$ cat config.mk
export PLATFORM = sky130hd
export DESIGN_NAME = gfx_sram_arbiter
export DESIGN_NICKNAME = d
export VERILOG_FILES = /design/src/rtl/gfx_sram_arbiter.sv
export SDC_FILE = /design/constraint.sdc
export NUM_CORES = 1
export LEC_CHECK = 0
export BUFFER_PORTS_ARGS = -buffer_cell sky130_fd_sc_hd__buf_2
export CORE_MARGIN = 8
export CORE_UTILIZATION = 32
export CTS_CLUSTER_DIAMETER = 40
export DETAILED_ROUTE_END_ITERATION = 6
export GPL_ROUTABILITY_DRIVEN = 0
export HOLD_SLACK_MARGIN = 0.05
export PLACE_DENSITY_LB_ADDON = 0.15
export SETUP_SLACK_MARGIN = 0.4
export SLEW_MARGIN = 20
export SYNTH_ARGS = -nofsm -noshare
export SYNTH_HDL_FRONTEND = slang
export SYNTH_SLANG_ARGS = --single-unit
$ cat constraint.sdc
create_clock -name clk -period 2.26 [get_ports clk]
set_input_delay 0.339 -clock clk [delete_from_list [all_inputs] [get_ports clk]]
set_output_delay 0.339 -clock clk [all_outputs]
set_load 0.01 [all_outputs]
$ cat src/rtl/gfx_sram_arbiter.sv
// gfx_sram_arbiter: shares one SRAM controller command port between the
// display read path and the graphics write path. Reads have priority;
// outstanding reads are tracked so returning data can be sanity-checked.
// Optional bounded write starvation: define GFX_SRAM_ARB_STARVE_EN.
module gfx_sram_arbiter #(
  parameter int ADDR_WIDTH      = 20,
  parameter int DATA_WIDTH      = 16,
  parameter int WR_STARVE_MAX   = 8,
  parameter int MAX_OUTSTANDING = 15
) (
  input  logic                  clk,
  input  logic                  rst,
  input  logic                  rd_valid,
  output logic                  rd_ready,
  input  logic [ADDR_WIDTH-1:0] rd_addr,
  output logic                  rd_data_valid,
  output logic [DATA_WIDTH-1:0] rd_data,
  input  logic                  wr_valid,
  output logic                  wr_ready,
  input  logic [ADDR_WIDTH-1:0] wr_addr,
  input  logic [DATA_WIDTH-1:0] wr_data,
  output logic                  mem_cmd_valid,
  input  logic                  mem_cmd_ready,
  output logic                  mem_cmd_wr_en,
  output logic [ADDR_WIDTH-1:0] mem_cmd_addr,
  output logic [DATA_WIDTH-1:0] mem_cmd_wr_data,
  input  logic                  mem_rd_data_valid,
  input  logic [DATA_WIDTH-1:0] mem_rd_data,
  output logic                  err
);

  localparam int CNT_W = $clog2(MAX_OUTSTANDING + 1);
  localparam logic [CNT_W:0] OUT_LIMIT = (CNT_W + 1)'(MAX_OUTSTANDING);

  // Command slot, outstanding-read tracking and read-data return path
  logic                  cmd_valid_q, cmd_valid_d;
  logic                  cmd_wr_en_q, cmd_wr_en_d;
  logic [ADDR_WIDTH-1:0] cmd_addr_q, cmd_addr_d;
  logic [DATA_WIDTH-1:0] cmd_wr_data_q, cmd_wr_data_d;
  logic [CNT_W-1:0]      outstanding_q, outstanding_d;
  logic                  rd_data_valid_q, rd_data_valid_d;
  logic [DATA_WIDTH-1:0] rd_data_q, rd_data_d;
  logic                  err_q, err_d;

  // Arbitration terms
  logic           slot_free;
  logic           slot_rd;
  logic [CNT_W:0] eff_outstanding;
  logic           rd_eligible;
  logic           starve_fire;
  logic           rd_win;
  logic           wr_win;
  logic           rd_gnt;
  logic           wr_gnt;
  logic           rd_hs;

`ifdef GFX_SRAM_ARB_STARVE_EN
  localparam int SW = $clog2(WR_STARVE_MAX + 1);
  localparam logic [SW-1:0] STARVE_LIM = SW'(WR_STARVE_MAX);

  logic [SW-1:0] starve_q, starve_d;

  // Count read grants taken while a write waits; reset once the write gets in
  always_comb begin
    starve_d = starve_q;
    if (!wr_valid || wr_gnt) begin
      starve_d = '0;
    end else if (rd_gnt && (starve_q != STARVE_LIM)) begin
      starve_d = starve_q + SW'(1);
    end
  end

  // Starvation counter register
  always_ff @(posedge clk or posedge rst) begin
    if (rst) begin
      starve_q <= '0;
    end else begin
      starve_q <= starve_d;
    end
  end

  assign starve_fire = wr_valid && (starve_q == STARVE_LIM);
`else
  assign starve_fire = 1'b0;
`endif

  // Read-priority arbitration into the single command slot; the slot's own
  // read counts toward the in-flight limit before it has handshaken
  always_comb begin
    slot_free       = !cmd_valid_q || mem_cmd_ready;
    slot_rd         = cmd_valid_q && !cmd_wr_en_q;
    eff_outstanding = {1'b0, outstanding_q} + {{CNT_W{1'b0}}, slot_rd};
    rd_eligible     = rd_valid && (eff_outstanding < OUT_LIMIT);
    rd_win          = rd_eligible && !starve_fire;
    wr_win          = !rd_win && wr_valid;
    rd_gnt          = !rst && slot_free && rd_win;
    wr_gnt          = !rst && slot_free && wr_win;
    rd_hs           = cmd_valid_q && mem_cmd_ready && !cmd_wr_en_q;
  end

  assign rd_ready = rd_gnt;
  assign wr_ready = wr_gnt;

  // Next-state for the command slot: load on grant, hold while stalled
  always_comb begin
    cmd_valid_d   = cmd_valid_q;
    cmd_wr_en_d   = cmd_wr_en_q;
    cmd_addr_d    = cmd_addr_q;
    cmd_wr_data_d = cmd_wr_data_q;
    if (slot_free) begin
      cmd_valid_d = rd_gnt || wr_gnt;
      if (rd_gnt) begin
        cmd_wr_en_d = 1'b0;
        cmd_addr_d  = rd_addr;
      end else if (wr_gnt) begin
        cmd_wr_en_d   = 1'b1;
        cmd_addr_d    = wr_addr;
        cmd_wr_data_d = wr_data;
      end
    end
  end

  // Outstanding-read count, sticky error on unexpected data, read-data copy
  always_comb begin
    outstanding_d   = outstanding_q;
    err_d           = err_q;
    rd_data_valid_d = mem_rd_data_valid;
    rd_data_d       = mem_rd_data;
    case ({rd_hs, mem_rd_data_valid})
      2'b10: outstanding_d = outstanding_q + CNT_W'(1);
      2'b01: begin
        if (outstanding_q == '0) begin
          err_d = 1'b1;
        end else begin
          outstanding_d = outstanding_q - CNT_W'(1);
        end
      end
      default: outstanding_d = outstanding_q;
    endcase
  end

  // State registers; everything clears immediately on reset
  always_ff @(posedge clk or posedge rst) begin
    if (rst) begin
      cmd_valid_q     <= 1'b0;
      cmd_wr_en_q     <= 1'b0;
      cmd_addr_q      <= '0;
      cmd_wr_data_q   <= '0;
      outstanding_q   <= '0;
      rd_data_valid_q <= 1'b0;
      rd_data_q       <= '0;
      err_q           <= 1'b0;
    end else begin
      cmd_valid_q     <= cmd_valid_d;
      cmd_wr_en_q     <= cmd_wr_en_d;
      cmd_addr_q      <= cmd_addr_d;
      cmd_wr_data_q   <= cmd_wr_data_d;
      outstanding_q   <= outstanding_d;
      rd_data_valid_q <= rd_data_valid_d;
      rd_data_q       <= rd_data_d;
      err_q           <= err_d;
    end
  end

  assign mem_cmd_valid   = cmd_valid_q;
  assign mem_cmd_wr_en   = cmd_wr_en_q;
  assign mem_cmd_addr    = cmd_addr_q;
  assign mem_cmd_wr_data = cmd_wr_data_q;
  assign rd_data_valid   = rd_data_valid_q;
  assign rd_data         = rd_data_q;
  assign err             = err_q;

endmodule

==> impl_metrics.py, run 1 <==
metrics = {
    "finish": {
        "final_common_cell": "buf_2",
        "fin_util_pct": 48.8,
        "final_cell_mix": "buf_2 (133), nand2_1 (61), dfrtp_1 (60)",
        "instances_no_fill": 552,
        "fin_area_um2": 4270,
        "area_delta_synth_final_pct": 47.8,
        "final_nets": 522,
        "drive_gt1_share_pct": 49.8,
        "antennaDiodeCount": 0,
    },
    "global_route": {
        "grt-ovfl-total": 0,
        "track_usage_pct": 14.8,
        "grt_max_degree": 39,
        "grt_pass1_wl_um": 14900,
        "antenna_found_initial": 0,
        "grt_pass1_vias": 2880,
    },
    "clocking": {
        "clockBufferDepth": 2,
        "path_clk_slew_ns": 0.07,
        "clockRootBuffer": "clkbuf_8",
        "cts_tree": "done",
        "htree_levels": 3,
        "clock_sinks": 60,
        "clk_latency_ns": 0.33,
        "cts-buffers-inserted": 9,
    },
    "yosys": {
        "ys_seq_area_share_pct": 51.9,
        "synth-simple-area-share_pct": 19.6,
        "synth_seq_cells": 60,
        "synth_nets": 362,
        "synth_top_family_by_area": "simple AND/OR/NAND/NOR gates",
        "syn-instance-count": 279,
        "synth-adder-area-share_pct": 2.42,
        "synthMuxAreaShare_pct": 9.13,
        "synthDistinctLibCells": 32,
        "synth_area_um2": 2890,
        "synth-xor-area-share_pct": 0.909,
        "syn_area_per_cell_um2": 10.4,
        "yosysWarnings": 0,
        "synth_compound_area_share_pct": 12.4,
    },
    "setup_path": {
        "rr_worst_depth": 10,
        "path_class": "register to output port",
        "r2r_slack_ns": -0.01,
        "arrival_ns": 1.99,
        "critPathCaptureType": "output port",
        "timing.rr.start": "mem_cmd_valid",
        "r2r-end": "mem_cmd_wr_data[12]",
        "worstPathRequired_ns": 1.92,
        "setup.worst_path.end": "rd_ready",
        "startpoint": "mem_cmd_valid",
        "critPathLaunchType": "register",
        "path_max_fanout": 3,
    },
    "placement": {
        "pre_cts_ws_ns": 0.100,
        "port_buffers": 135,
        "place_area_um2": 3800,
        "dp_cells": 519,
        "dp_hpwl_um": 6550,
    },
    "timing": {
        "fin_crit_sh_pct": 103,
        "final.setup_skew_ns": 0.00605,
        "setup_violations": 5,
        "hold_viol": 0,
        "timing.max_slew.rel_slack_pct": 66.2,
        "setup_ws_ns": -0.0719,
        "tightest_slew_ns": 0.507,
        "slew_violations": 0,
        "fmax_mhz": 429,
        "rsz0062_at_grt": "yes",
        "period_minus_slack_ns": 2.33,
    },
    "drt": {
        "vias": 2647,
        "wire_per_inst_um": 16.7,
        "drt-initial-drc-count": 113,
        "ant_nets": 0,
        "drc": 0,
        "drt-pass1-iter-count": 4,
        "wl_um": 9210,
        "vias_per_cell": 4.80,
    },
    "status": {
        "violations": "setup timing",
        "outcome": "finished, violations left",
    },
    "die": {
        "io_pins": 136,
        "die_h_um": 111,
        "die_x_um": 111,
        "die-area_um2": 12300,
        "start_util_pct": 33.0,
        "rows": 34,
        "core_area_um2": 8760,
    },
    "power_and_ir_drop": {
        "p_leak_nw": 2.09,
        "irDropWorstVdd_mv": 0.480,
        "power_density_nw_per_um2": 1170,
    },
    "hold_path": {
        "min-delay-path-class": "input pin to register",
    },
    "run": {
        "maxCapViolCount": 0,
    },
}
## through the flow
step	hold WS (ns)	total power, mW	TNS [ns]
2_1_floorplan	0.370	3.02	0
3_3_place_gp	0.447	3.75	0
3_5_place_dp	0.449	3.80	0
4_1_cts	0.0821	5.01	-0.390
5_1_grt	0.0724	5.38	-1.62
6_report	0.108	5.02	-0.157
## report_power, final
group / switching (mW) / internal [mW] / total [mW]
Combinational: 1.10 / 1.23 / 2.33
Clock: 0.413 / 0.504 / 0.917
Sequential: 0.289 / 1.47 / 1.76
## per-layer routing
| layer | global-route usage [%] | wire, um | up-vias |
|---|---|---|---|
| met5 | 0 | 0 | - |
| met4 | 4.00 | 80 | 0 |
| met3 | 4.92 | 513 | 7 |
| met2 | 25.6 | 4780 | 74 |
| met1 | 17.1 | 3840 | 1278 |
| li1 | - | - | 1288 |
## sequential cells by signal (all words and copies together), names as in the netlist
signal	cells
mem_cmd_valid	1
rd_data	16
mem_cmd_addr	20
err	1
mem_cmd_wr_en	1
rd_data_valid	1
outstanding_q	4
mem_cmd_wr_data	16
## cell usage after synthesis, drive strengths merged
library cell   n  area share [%]
nand4          1            0.74
a31oi          1            0.22
nand2b         1            0.22
a21o           2            0.52
and2           1            0.22
ha             4             1.7
o211ai        40              10
xnor2          2            0.61
nor3          20             3.5
nor2           2            0.35
nand3          1            0.17
nand3b         3            0.78
o21bai         1            0.26
mux2i          2            0.69
or2            2            0.43
dfrtp         60              52
clkbuf        16             2.1
mux2          18             8.4
or4            1            0.26
fa             1            0.69
a21oi          4            0.69
nor2b         22             4.8
inv            5            0.65
xor2           1            0.30
buf            4            0.87
o21ai          1            0.30
nand2         63             8.3
## area by class of cell
cell class                      count  area (um^2)
Timing Repair Buffer              169         1050
Multi-Input combinational cell    194         1390
Fill cell                         850         4490
Clock buffer                       11          131
Clock inverter                      5         52.6
Sequential cell                    60         1500
Tap cell                          108          135
Inverter                            5         22.5
## timing repair
action                     4_1_cts  5_1_grt
setup buffers                   11        4
hold buffers                     0        0
setup endpoints to repair       40       41
hold endpoints to repair         0        0
gates cloned                     2        0
gates resized for setup         21       11
pin swaps                       29        4
## kinds of logic (layout without fill, tap and decap cells)
| logic type | after synthesis | in the layout |
|---|---|---|
| and+or+nand+nor | 117 | 117 |
| DFF | 60 | 60 |
| AOI/OAI and AO/OA | 49 | 49 |
| buffers and inverters | 25 | 190 |
| muxes | 20 | 20 |
| adders and majority gates | 5 | 5 |
| xor gates and xnor gates | 3 | 3 |
## worst max-delay path: stages (launching register included)
cell and delay, ns:
dfrtp_1 0.39, nor2b_4 0.14, ha_4 0.16, ha_4 0.16
nand3b_1 0.17, mux2_4 0.35, a21oi_4 0.16, buf_6 0.12
## worst min-delay path by stage
stage | depth (start not counted) | endpoint | slack [ns] | from
floorplan | 0 | rd_data[0] | 0.37 | mem_rd_data[0]
global placement | 1 | rd_data[1] | 0.45 | mem_rd_data[1]
detailed placement | 1 | rd_data[7] | 0.45 | mem_rd_data[7]
CTS | 1 | rd_data[2] | 0.08 | mem_rd_data[2]
global route | 1 | rd_data[6] | 0.07 | mem_rd_data[6]
finish | 1 | rd_data[2] | 0.11 | mem_rd_data[2]
(Power assumes the default switching activity.)
==> inputs of run 2 (changes only) <==
--- a/config.mk
+++ b/config.mk
@@ -12,6 +12,7 @@
 export DETAILED_ROUTE_END_ITERATION = 6
 export GPL_ROUTABILITY_DRIVEN = 0
 export HOLD_SLACK_MARGIN = 0.05
+export MAX_ROUTING_LAYER = met4
 export PLACE_DENSITY_LB_ADDON = 0.15
 export SETUP_SLACK_MARGIN = 0.4
 export SLEW_MARGIN = 20
==> run 2 against run 1 <==
Via count is 0.64% higher. Critical path depth unchanged. Combinational power is essentially flat. The run still ends with setup timing left. Non-clock buffer count stayed put. Largest cell class unchanged. Fmax about the same. First-iteration DRC count fell by 2.7%. Critical endpoint unchanged. Highest routed layer unchanged.
==> impl_metrics.py, run 2 (synthesis results as in run 1) <==
metrics = {
    "finish": {
        "drive_gt1_share_pct": 49.8,
        "final_nets": 522,
        "final_common_cell": "buf_2",
        "final_cell_mix": "buf_2 (133), nand2_1 (61), dfrtp_1 (60)",
        "regArea_um2": 1500,
        "fill_cells": 850,
        "antennaDiodeCount": 0,
        "multiInputGateArea_um2": 1390,
        "area_delta_synth_final_pct": 47.8,
        "instances_no_fill": 552,
        "largest_reg_flops": 20,
        "fin_area_um2": 4270,
    },
    "die": {
        "die_x_um": 111,
        "core_area_um2": 8760,
        "die-area_um2": 12300,
        "die_h_um": 111,
        "start_util_pct": 33.0,
        "rows": 34,
        "io_pins": 136,
    },
    "status": {
        "violations": "setup timing",
        "outcome": "finished, violations left",
    },
    "setup_path": {
        "path_max_fanout": 3,
        "critPathCaptureType": "output port",
        "path_class": "register to output port",
        "crit_family": "flip-flops",
        "critPathSlowestCell": "dfrtp_1",
        "arrival_ns": 1.99,
        "r2r_slack_ns": -0.01,
        "startpoint": "mem_cmd_valid",
        "r2r-end": "mem_cmd_wr_data[12]",
        "setup.worst_path.end": "rd_ready",
        "critPathLaunchType": "register",
        "cp_common_cell": "ha_4",
        "worstPathRequired_ns": 1.92,
        "cp_num_cells": 7,
        "critical_path.cell_chain": "nor2b_4, ha_4, ha_4, nand3b_1, mux2_4, a21oi_4, buf_6",
        "timing.rr.start": "mem_cmd_valid",
        "path_buf_inv": 1,
        "cpPeakStageDelay_ns": 0.39,
        "rr_worst_depth": 10,
    },
    "placement": {
        "port_buffers": 135,
        "dp_hpwl_um": 6550,
        "dp_cells": 519,
        "place_area_um2": 3800,
    },
    "clocking": {
        "clockRootBuffer": "clkbuf_8",
        "cts_hold_buffers": 0,
        "cts-buffers-inserted": 9,
        "clk_latency_ns": 0.33,
        "htree_levels": 3,
        "clockBufferDepth": 2,
        "cts_tree": "done",
        "path_clk_slew_ns": 0.07,
        "clock_sinks": 60,
    },
    "timing": {
        "rsz0062_at_grt": "yes",
        "fmax_mhz": 429,
        "fin_crit_sh_pct": 103,
        "hold_viol": 0,
        "setup_violations": 5,
        "slew_violations": 0,
        "hold_slack_ns": 0.107,
        "period_minus_slack_ns": 2.33,
        "setup_ws_ns": -0.0726,
        "timing.max_slew.rel_slack_pct": 66.6,
        "tightest_slew_ns": 0.501,
        "final.setup_skew_ns": 0.00565,
    },
    "drt": {
        "wl_um": 9270,
        "ant_nets": 0,
        "wire_per_inst_um": 16.8,
        "vias_per_cell": 4.83,
        "routed-wl-met3_um": 372,
        "wl_met1_um": 4000,
        "met2_length_um": 4800,
        "top_layer_used": "met4",
        "vias": 2664,
        "drt-initial-drc-count": 110,
        "drt-pass1-iter-count": 4,
        "drc": 0,
    },
    "power_and_ir_drop": {
        "p_leak_nw": 2.09,
        "irDropWorstVdd_mv": 0.480,
        "power_density_nw_per_um2": 1180,
    },
    "hold_path": {
        "min-delay-path-class": "input pin to register",
    },
    "global_route": {
        "grt_max_degree": 39,
        "grt_pass1_wl_um": 14900,
        "grt-ovfl-total": 0,
        "track_usage_pct": 15.2,
        "grt_pass1_vias": 2883,
        "antenna_found_initial": 0,
    },
    "run": {
        "maxCapViolCount": 0,
    },
}
==> run 2: cell counts in the layout (fill, tap and decap cells not counted) <==
No cell type changed its count.
==> run 2: how the worst min path moves through the flow <==
stage                               from    endpoint  slack, ns  depth (start not counted)
final                     mem_rd_data[2]  rd_data[2]       0.11                          1
after global routing      mem_rd_data[6]  rd_data[6]       0.07                          1
after CTS                 mem_rd_data[2]  rd_data[2]       0.08                          1
after detailed placement  mem_rd_data[7]  rd_data[7]       0.45                          1
after global placement    mem_rd_data[1]  rd_data[1]       0.45                          1
after floorplan           mem_rd_data[0]  rd_data[0]       0.37                          0
==> run 2: stage by stage <==
step	util, %	worst slack [ns]	TNS [ns]	total power, mW
3_5_place_dp	43.4	0.100	0	3.80
2_1_floorplan	-	0.125	0	3.02
3_3_place_gp	43.4	0.142	0	3.75
6_report	48.8	-0.0726	-0.160	5.02
5_1_grt	48.8	-0.188	-1.62	5.38
4_1_cts	47.8	-0.0912	-0.390	5.01
==> run 2: per-layer routing <==
metal	up-vias	GRT usage (%)
li1	1287	-
met1	1288	17.5
met2	79	25.6
met3	10	4.22
met4	0	4.00
met5	-	-
==> run 2: power breakdown <==
group	total [mW]	internal [mW]	switching, mW	leakage [nW]
Combinational	2.34	1.23	1.11	1.29
Clock	0.918	0.504	0.414	0.0931
Sequential	1.77	1.47	0.291	0.710
Total	5.02	3.21	1.81	2.09
==> run 2: repair_timing <==
item	CTS	global route
setup endpoints to repair	40	41
buffers inserted	11	4
cloned	2	0
gates resized for setup	21	11
pin swaps	29	4
==> run 2: final cells by class <==
cell class | count | area share, %
clock buffer | 11 | 3.07
clock inverter | 5 | 1.23
inverter | 5 | 0.527
multi-input combinational | 194 | 32.4
sequential | 60 | 35.1
tap | 108 | 3.16
timing repair buffer | 169 | 24.5
